### config.mk
export PLATFORM = sky130hd
export DESIGN_NAME = div_48x20_unsigned_seq
export DESIGN_NICKNAME = d
export VERILOG_FILES = /design/src/rtl/div_48x20_unsigned_seq_pkg.sv /design/src/rtl/div_restoring_step.sv /design/src/rtl/div_48x20_unsigned_seq.sv
export SDC_FILE = /design/constraint.sdc
export NUM_CORES = 1
export LEC_CHECK = 0
export BUFFER_PORTS_ARGS = -buffer_cell sky130_fd_sc_hd__buf_2
export CAP_MARGIN = 20
export CORE_MARGIN = 2
export CORE_UTILIZATION = 56
export DETAILED_ROUTE_END_ITERATION = 8
export PLACE_DENSITY = 0.78
export SETUP_SLACK_MARGIN = 0.1
export SLEW_MARGIN = 10
export SYNTH_ARGS = -nofsm -noshare
export SYNTH_HDL_FRONTEND = slang
export SYNTH_SLANG_ARGS = --single-unit
### constraint.sdc
create_clock -name clock0 -period 4.1 [get_ports clock0]
set_clock_uncertainty 0.05 [all_clocks]
set_input_delay 0 -clock clock0 [delete_from_list [all_inputs] [get_ports clock0]]
set_output_delay 0 -clock clock0 [all_outputs]
set_load 0.005 [all_outputs]
### src/rtl/div_48x20_unsigned_seq_pkg.sv
// Shared widths and FSM encoding for the sequential 48/20 unsigned divider.
package div_48x20_unsigned_seq_pkg;

  localparam int unsigned DEF_QW = 28;
  localparam int unsigned DEF_DW = 20;

  typedef enum logic [1:0] {
    IDLE = 2'd0,
    CALC = 2'd1,
    FIN  = 2'd2
  } div_state_e;

endpackage

### src/rtl/div_restoring_step.sv
// One restoring-division step: shift in the next dividend bit, subtract the divisor if it fits.
module div_restoring_step #(
  parameter int unsigned DW = 20
) (
  input  logic [DW-1:0] p_i,
  input  logic          bit_i,
  input  logic [DW-1:0] b_i,
  output logic [DW-1:0] p_next_c,
  output logic          q_bit_c
);

  logic [DW:0] t;

  always_comb begin
    t        = {p_i, bit_i};
    q_bit_c  = (t >= {1'b0, b_i});
    p_next_c = q_bit_c ? DW'(t - {1'b0, b_i}) : t[DW-1:0];
  end

endmodule

### src/rtl/div_48x20_unsigned_seq.sv
// Iterative restoring divider: 48-bit dividend by 20-bit divisor, one quotient bit per clock,
// with start/busy/done handshake and divide-by-zero / quotient-overflow flags.
module div_48x20_unsigned_seq
  import div_48x20_unsigned_seq_pkg::*;
#(
  parameter int unsigned QW = DEF_QW,
  parameter int unsigned DW = DEF_DW
) (
  input  logic             clock0,
  input  logic             reset,
  input  logic             start,
  input  logic [0:QW+DW-1] Y,
  input  logic [0:DW-1]    B,
  output logic [0:QW-1]    Q,
  output logic [0:DW-1]    R,
  output logic             busy,
  output logic             done,
  output logic             dbz,
  output logic             ovf
);

  localparam int unsigned YW = QW + DW;
  localparam int unsigned CW = $clog2(QW + 1);

  div_state_e    state_q, state_d;
  logic [CW-1:0] cnt_q, cnt_d;
  logic [DW-1:0] p_q, p_d;
  logic [DW-1:0] b_q, b_d;
  logic [QW-1:0] sh_q, sh_d;
  logic [QW-1:0] q_q, q_d;
  logic [DW-1:0] r_q, r_d;
  logic          busy_q, busy_d;
  logic          done_q, done_d;
  logic          dbz_q, dbz_d;
  logic          ovf_q, ovf_d;

  logic [YW-1:0] y_v;
  logic [DW-1:0] b_v;
  logic [DW-1:0] y_hi;
  logic [QW-1:0] y_lo;
  logic [DW-1:0] step_p;
  logic          step_q;

  // Index 0 of the ports is the MSB; re-express as descending vectors.
  assign y_v  = Y;
  assign b_v  = B;
  assign y_hi = y_v[YW-1 -: DW];
  assign y_lo = y_v[QW-1:0];

  // sh_q holds the unconsumed dividend bits and collects quotient bits at its LSB.
  div_restoring_step #(
    .DW(DW)
  ) u_step (
    .p_i      (p_q),
    .bit_i    (sh_q[QW-1]),
    .b_i      (b_q),
    .p_next_c (step_p),
    .q_bit_c  (step_q)
  );

  always_ff @(posedge clock0 or posedge reset) begin
    if (reset) begin
      state_q <= IDLE;
      cnt_q   <= '0;
      p_q     <= '0;
      b_q     <= '0;
      sh_q    <= '0;
      q_q     <= '0;
      r_q     <= '0;
      busy_q  <= 1'b0;
      done_q  <= 1'b0;
      dbz_q   <= 1'b0;
      ovf_q   <= 1'b0;
    end else begin
      state_q <= state_d;
      cnt_q   <= cnt_d;
      p_q     <= p_d;
      b_q     <= b_d;
      sh_q    <= sh_d;
      q_q     <= q_d;
      r_q     <= r_d;
      busy_q  <= busy_d;
      done_q  <= done_d;
      dbz_q   <= dbz_d;
      ovf_q   <= ovf_d;
    end
  end

  always_comb begin
    state_d = state_q;
    cnt_d   = cnt_q;
    p_d     = p_q;
    b_d     = b_q;
    sh_d    = sh_q;
    q_d     = q_q;
    r_d     = r_q;
    busy_d  = busy_q;
    done_d  = 1'b0;
    dbz_d   = dbz_q;
    ovf_d   = ovf_q;

    case (state_q)
      IDLE, FIN: begin
        state_d = IDLE;
        if (start) begin
          b_d = b_v;
          // Divide-by-zero outranks overflow; both finish without iterating.
          if (b_v == '0) begin
            dbz_d   = 1'b1;
            ovf_d   = 1'b0;
            q_d     = '1;
            r_d     = '0;
            done_d  = 1'b1;
            state_d = FIN;
          end else if (y_hi >= b_v) begin
            dbz_d   = 1'b0;
            ovf_d   = 1'b1;
            q_d     = '1;
            r_d     = '0;
            done_d  = 1'b1;
            state_d = FIN;
          end else begin
            dbz_d   = 1'b0;
            ovf_d   = 1'b0;
            p_d     = y_hi;
            sh_d    = y_lo;
            cnt_d   = '0;
            busy_d  = 1'b1;
            state_d = CALC;
          end
        end
      end

      CALC: begin
        p_d   = step_p;
        sh_d  = {sh_q[QW-2:0], step_q};
        cnt_d = cnt_q + CW'(1);
        if (cnt_q == CW'(QW - 1)) begin
          q_d     = {sh_q[QW-2:0], step_q};
          r_d     = step_p;
          cnt_d   = '0;
          busy_d  = 1'b0;
          done_d  = 1'b1;
          state_d = FIN;
        end
      end

      default: begin
        state_d = IDLE;
      end
    endcase
  end

  assign Q    = q_q;
  assign R    = r_q;
  assign busy = busy_q;
  assign done = done_q;
  assign dbz  = dbz_q;
  assign ovf  = ovf_q;

endmodule

* Word level (Yosys, flattened, before mapping)
Cells that the tools add are included.
** Storage, ports and cells
- Word-level logic and storage cells :: 72
- Output and inout port bits :: 52
- Flip-flop bits (word level) :: 127
- Input port bits :: 71
** Operators by class
- Multiplexer cells :: 41
- Equal/unequal tests :: 8
- Order comparisons :: 2
- Reductions and logical operators :: 8
- Add/sub/neg operators :: 2
** Operators by type and width (count)
- two-way mux 28 bit :: 7
- two-way mux 20 bit :: 8
- case mux 28 bit (2 select lines) :: 2
- case mux 20 bit (2 select lines) :: 2
- greater-or-equal comparator 21 x 20 -> 1 bit :: 1
- greater-or-equal comparator 20 bit :: 1
- logical NOT 20 bit :: 1
- two-way mux 5 bit :: 4
- subtractor 20 bit :: 1
- two-way mux 1 bit :: 10
- case mux 5 bit (2 select lines) :: 1
- two-way mux 2 bit :: 4
- inequality test 2 bit (second input constant) :: 4
- AND reduction 4 bit :: 2
- adder 5 x 1 -> 5 bit (second input constant) :: 1
- == test 5 bit (second input constant) :: 1
- AND reduction 5 bit :: 1
- case mux 1 bit (2 select lines) :: 2
- case mux 2 bit (2 select lines) :: 1
- inequality test 3 bit (second input constant) :: 1
- == test 2 x 1 -> 1 bit (second input constant) :: 1
- == test 2 bit (second input constant) :: 1
- logical NOT 2 bit :: 1
- AND reduction 2 bit :: 1
- 2 further kinds :: 2

* Depth between registers and ports, before layout
- Word-level depth :: 5
- Mapped depth :: 13
- Mapped depth without buffers :: 13

* Cells and area by module
From an unflattened synthesis, not the netlist that was laid out.
** Unflattened totals
- Cell total of the unflattened synthesis :: 898
- Area, all modules :: 7654.8 µm²
** Modules (own cells, without submodules)
- div_48x20_unsigned_seq :: sequential area each 3178.0 µm², area an instance 6113.4 µm², cells each 677, times used 1
- div_restoring_step :: sequential area each 0.0 µm², area an instance 1541.5 µm², cells each 221, times used 1

* Worst setup path before layout
Ideal clock, no wire load.
- Kind :: reg2reg
- From :: register sh_q[27]
- To :: register r_q[16] (netlist: R[3])
- Period minus slack after synthesis :: 2708 ps
- Required time :: 3924 ps
- Path buffers :: 0
- Slack :: 1392 ps
- Setup time :: 126 ps
- Stages on the path, launching flop included :: 13
- Arrival :: 2532 ps
- Cells stage by stage :: dfrtp_1 inv_1 ha_1 inv_1 fa_1 a211oi_1 o21ai_1 a31oi_1 o21ai_1 a21o_1 a21oi_1 xnor2_1 a221o_1
** Between the ends
- Longest elaborated chain between the ends :: 4
- Elaborated cells between the ends (all ways) :: 5
** RTL lines
- start: declaration :: RTL line div_48x20_unsigned_seq.sv:29 : logic [QW-1:0] sh_q, sh_d;
- start signal: assignment :: RTL line div_48x20_unsigned_seq.sv:67 : sh_q <= '0;
- start signal: assignment :: RTL line div_48x20_unsigned_seq.sv:79 : sh_q <= sh_d;
- subtractor 20 bit / greater-or-equal comparator 21 x 20 -> 1 bit (equally long branches) :: RTL line div_restoring_step.sv:17, div_restoring_step.sv:16
- two-way mux 20 bit (*) :: RTL line div_restoring_step.sv:17 : p_next_c = q_bit_c ? DW'(t - {1'b0, b_i}) : t[DW-1:0];
- two-way mux 20 bit (*) :: RTL line div_48x20_unsigned_seq.sv:138 : if (cnt_q == CW'(QW - 1)) begin
- case mux 20 bit (2 select lines) (*) :: RTL line div_48x20_unsigned_seq.sv:102 : case (state_q)
- end signal: assignment :: RTL line div_48x20_unsigned_seq.sv:81 : r_q <= r_d;
- end: declaration :: RTL line div_48x20_unsigned_seq.sv:31 : logic [DW-1:0] r_q, r_d;
Every way passes the cells marked *; elsewhere a longest branch is shown, timed or not. The select of a mux whose other input is x is not followed.
A chain may end at the register's enable or synchronous reset.

* Final worst setup path
- From :: input B[19] (netlist name)
- To :: register sh_q[17]
** Between the ends
- Longest elaborated chain between the ends :: 3
- Elaborated cells between the ends (all ways) :: 5
** RTL lines
- start: declaration :: RTL line div_48x20_unsigned_seq.sv:13 : input logic [0:DW-1] B,
- greater-or-equal comparator 20 bit / logical NOT 20 bit (equally long branches) :: RTL line div_48x20_unsigned_seq.sv:115, div_48x20_unsigned_seq.sv:108
- inequality test 2 bit (no line)
- AND reduction 4 bit (no line) (*)
Every way passes the cells marked *; elsewhere a longest branch is shown, timed or not.

==> results.txt <==
Critical Path Fanout Max -> 56
CP top delay family -> compound AO/OA/AOI/OAI gates
cts hold-fix bufs -> 68
share of cells above drive strength 1 -> 20.14%
max-cap violations -> 0
cell area after layout -> 8748 µm²
pwr/cell area -> 800.7 nW/µm²
Setup Buffers After CTS -> 0
Final ANT Viol Nets -> 0
period utilization -> 80.18%
final worst setup slack -> 812.5 ps
clock sinks -> 127
Max Root-Sink Buffers -> 2
DR vias -> 6,130
Yosys cell types -> 59
CP Class -> input port to flop
nets -> 984
Cell Int Power -> 4.107 mW
clk root buf -> clkbuf_16
Final Hold Viols -> 0
GP Congestion -> 0.9274
Congestion Overflow GR -> 0
CTS buffer count -> 17
sequential cell area fraction in the yosys report -> 46.57%
peak supply drop -> 413.4 µV
CTS tree -> built
pin count of the biggest net entering global routing -> 64
IO Count -> 123
DRC viols -> 0
Synth Register Bits -> 127
post-DP HPWL -> 11,980 µm
Critical Path Slowest Stage Cell -> nand2_4
Reg clk slew, reported paths -> 60 ps
Die Footprint -> 13,090 µm²
Core Box Area -> 11,960 µm²
syn avg cell area -> 9.861 µm²
max-slew violations -> 0
RSZ-0062 raised after global routing -> no
Worst Tran Pin Value -> 1043 ps
CP Cell Sequence -> dlygate4sd3_1, buf_2, ha_1, nand2b_1, a21oi_1, o21ai_0, o2bb2ai_1, o21ai_1, nand2_4, buf_4, mux2i_1, o21ai_0
DRT Pass-1 Iters -> 5
Flop pwr share -> 31.0%
Iteration-0 DRC Markers -> 486
Clk Latency, worst-skew pair -> 420 ps
clock share of power -> 20.0%
Routed WL per cell -> 18.43 µm
min Tclk post-route -> 3288 ps
dpl cells -> 931
largest family of logic cells by synthesized area -> compound AO/OA/AOI/OAI gates
die height -> 114.4 µm
area grow syn2layout -> 28.20%
Die Wd -> 114.4 µm
CP dominant cell by count -> o21ai_0
Post-synth EDFFs -> 0
pre-CTS setup slack -> 1054 ps
vias in the first global route -> 6,366
final setup vio count -> 0
Leak -> 4.265 nW
endpoint type of the worst setup path -> flop
Net Switching -> 2.898 mW
worst hold path type -> input port to flop
Syn. warnings -> 0
Placed Area -> 7518 µm²
first-pass GRT wire length -> 31,210 µm
ANT cells -> 0
initial antenna violation count -> 0
Slew Limit Headroom -> 30.37%
buffers and inverters on the worst path -> 3
CP arrival -> 3520 ps
syn nets -> 805
Simple-Gate Fraction of Synth Area -> 12.43%
Cell Area, Synth -> 6824 µm²
Hold WS -> 29.69 ps
Synth async-reset ratio -> 100.0%
Total Routed Length -> 19,010 µm
All-Layer GR Usage -> 30.73%
Non-Filler Instances -> 1,031
Critical Path RT -> 4330 ps
Comb pwr share -> 49.1%
setup TNS -> 0 ps
Net Sw Frac -> 41.37%
FMAX -> 304.2 MHz
PortBufs -> 122
Synth Instances -> 692
mux contribution to synthesized area -> 4.877%
post-synthesis xor/xnor area fraction -> 2.182%
post-cts repair resize count -> 0
Post-Synth Adder-Cell Area -> 7.811%
status -> finished, final reports clean
main flop type after synthesis -> dfrtp_1
CP peak stage delay -> 590 ps
Via density -> 5.946
Synth Area in Compound Gates -> 21.12%
startpoint types -> input port
CTS H-tree lvls -> 4
Initial Util -> 57.05%
Rows -> 40
-- worst register-to-register path: stages, from the launching register on --
cell and delay, ps:
dfrtp_1 410, inv_1 70, ha_1 170, inv_1 60
fa_1 430, a211oi_1 300, o21ai_1 120, a31oi_1 360
o21ai_1 200, a21o_1 210, a21oi_1 200, xnor2_1 120
a221o_1 320
-- per-layer routing --
metal / wire length [µm] / track usage [%] / vias to the layer above
met2: 9281 / 51.32 / 287
met5: 0 / 0 / -
met4: 463 / 12.85 / 0
met3: 1449 / 6.670 / 40
li1: - / - / 2845
met1: 7811 / 38.83 / 2958
-- layout by cell type, fill, tap and decap left out, types with 5 or more instances in the layout --
master | Yosys | routed
a211oi_1 | 5 | 5
a21o_1 | 11 | 11
a21oi_1 | 40 | 40
a221o_1 | 17 | 17
a31oi_1 | 5 | 5
and2_1 | 14 | 14
and3_1 | 5 | 5
buf_2 | 9 | 122
buf_4 | 2 | 7
clkbuf_16 | 0 | 17
dfrtp_1 | 127 | 127
dlygate4sd3_1 | 0 | 68
ha_1 | 41 | 41
inv_1 | 45 | 44
mux2i_1 | 31 | 31
nand2_1 | 71 | 70
nand3_1 | 10 | 10
nand4_1 | 6 | 6
nor2_1 | 45 | 45
nor3_1 | 5 | 5
nor4_1 | 5 | 5
o21ai_0 | 63 | 63
o21ai_1 | 6 | 6
o221a_1 | 10 | 10
o221a_2 | 6 | 6
o22a_1 | 27 | 27
xnor2_1 | 10 | 10
xor2_1 | 7 | 7
-- power groups by stage --
| stage | clock network [mW] | logic [mW] | registers (mW) |
|---|---|---|---|
| 6_report | 1.40 | 3.44 | 2.17 |
| 5_1_grt | 1.46 | 3.82 | 2.23 |
| 4_1_cts | 1.41 | 3.38 | 2.15 |
| 3_5_place_dp | 0 | 3.30 | 2.16 |
| 3_3_place_gp | 0 | 3.20 | 2.13 |
| 2_1_floorplan | 0 | 2.52 | 2.09 |
-- path summary, 6_finish.rpt --
check,start,end,slack [ps],depth (start not counted)
max in group asynchronous,reset,Q[23],2800,4
min,Y[1],p_q[18],30,4
max reg2reg,sh_q[27],R[3],970,12
max,B[19],sh_q[17],810,12
min in group asynchronous,reset,b_q[3],240,3
min reg2reg,busy,busy,440,2
-- area by class of cell --
class	count	area, µm²
repair buffers	197	1344
inverters	45	171.4
flip-flops and latches	127	3178
fillers	822	3213
clock inverters	14	110.1
well taps	147	183.9
multi-input cells	483	3322
clock buffers	18	439.2
-- cells by family (layout without fill, tap and decap cells) --
group,after synthesis,after routing
AOI/OAI and AO/OA,209,209
and+or+nand+nor,182,182
DFF,127,127
buffers and inverters,82,274
adders and majority gates,42,42
muxes,33,33
xor gates and xnor gates,17,17
-- state kept, by name, indices dropped and copies added, names as in the netlist --
name / flops
p_q: 20
busy: 1
R: 20
ovf: 1
Q: 28
cnt_q: 5
state_q: 2
dbz: 1
done: 1
b_q: 20
sh_q: 28
-- through the flow --
stage	total power, mW	util (%)
floorplan	4.608	-
global placement	5.336	62.86
detailed placement	5.455	62.86
CTS	6.941	73.14
global route	7.512	73.14
finish	7.005	73.14
-- cell usage after synthesis, types with 2 or more instances --
cell	n	area, µm²
inv_1	45	168.9
o22a_1	27	236.5
ha_1	41	513.0
a31oi_1	5	31.28
o21bai_1	2	15.01
xnor2_1	10	87.58
a211o_1	2	17.52
buf_2	9	45.04
nor3_1	5	25.02
nor4_1	5	31.28
dfrtp_1	127	3178
a21o_1	11	82.58
or2_1	2	12.51
and3_1	5	31.28
a221o_1	17	170.2
nand2b_1	4	25.02
nand4_1	6	37.54
and2_1	14	87.58
o21ai_0	63	315.3
xor2_1	7	61.31
a21oi_1	40	200.2
nor2b_1	5	31.28
buf_4	2	15.01
o21ai_1	6	30.03
clkbuf_1	23	86.33
and4_1	2	17.52
mux2_2	2	22.52
buf_6	2	22.52
nor2_1	45	168.9
o221a_2	6	67.56
a211oi_1	5	37.54
o221a_1	10	112.6
mux2i_1	31	310.3
nand3_1	10	50.05
o21a_1	2	15.01
nand2_1	71	266.5
No activity file was read; power rests on OpenSTA's default activity.
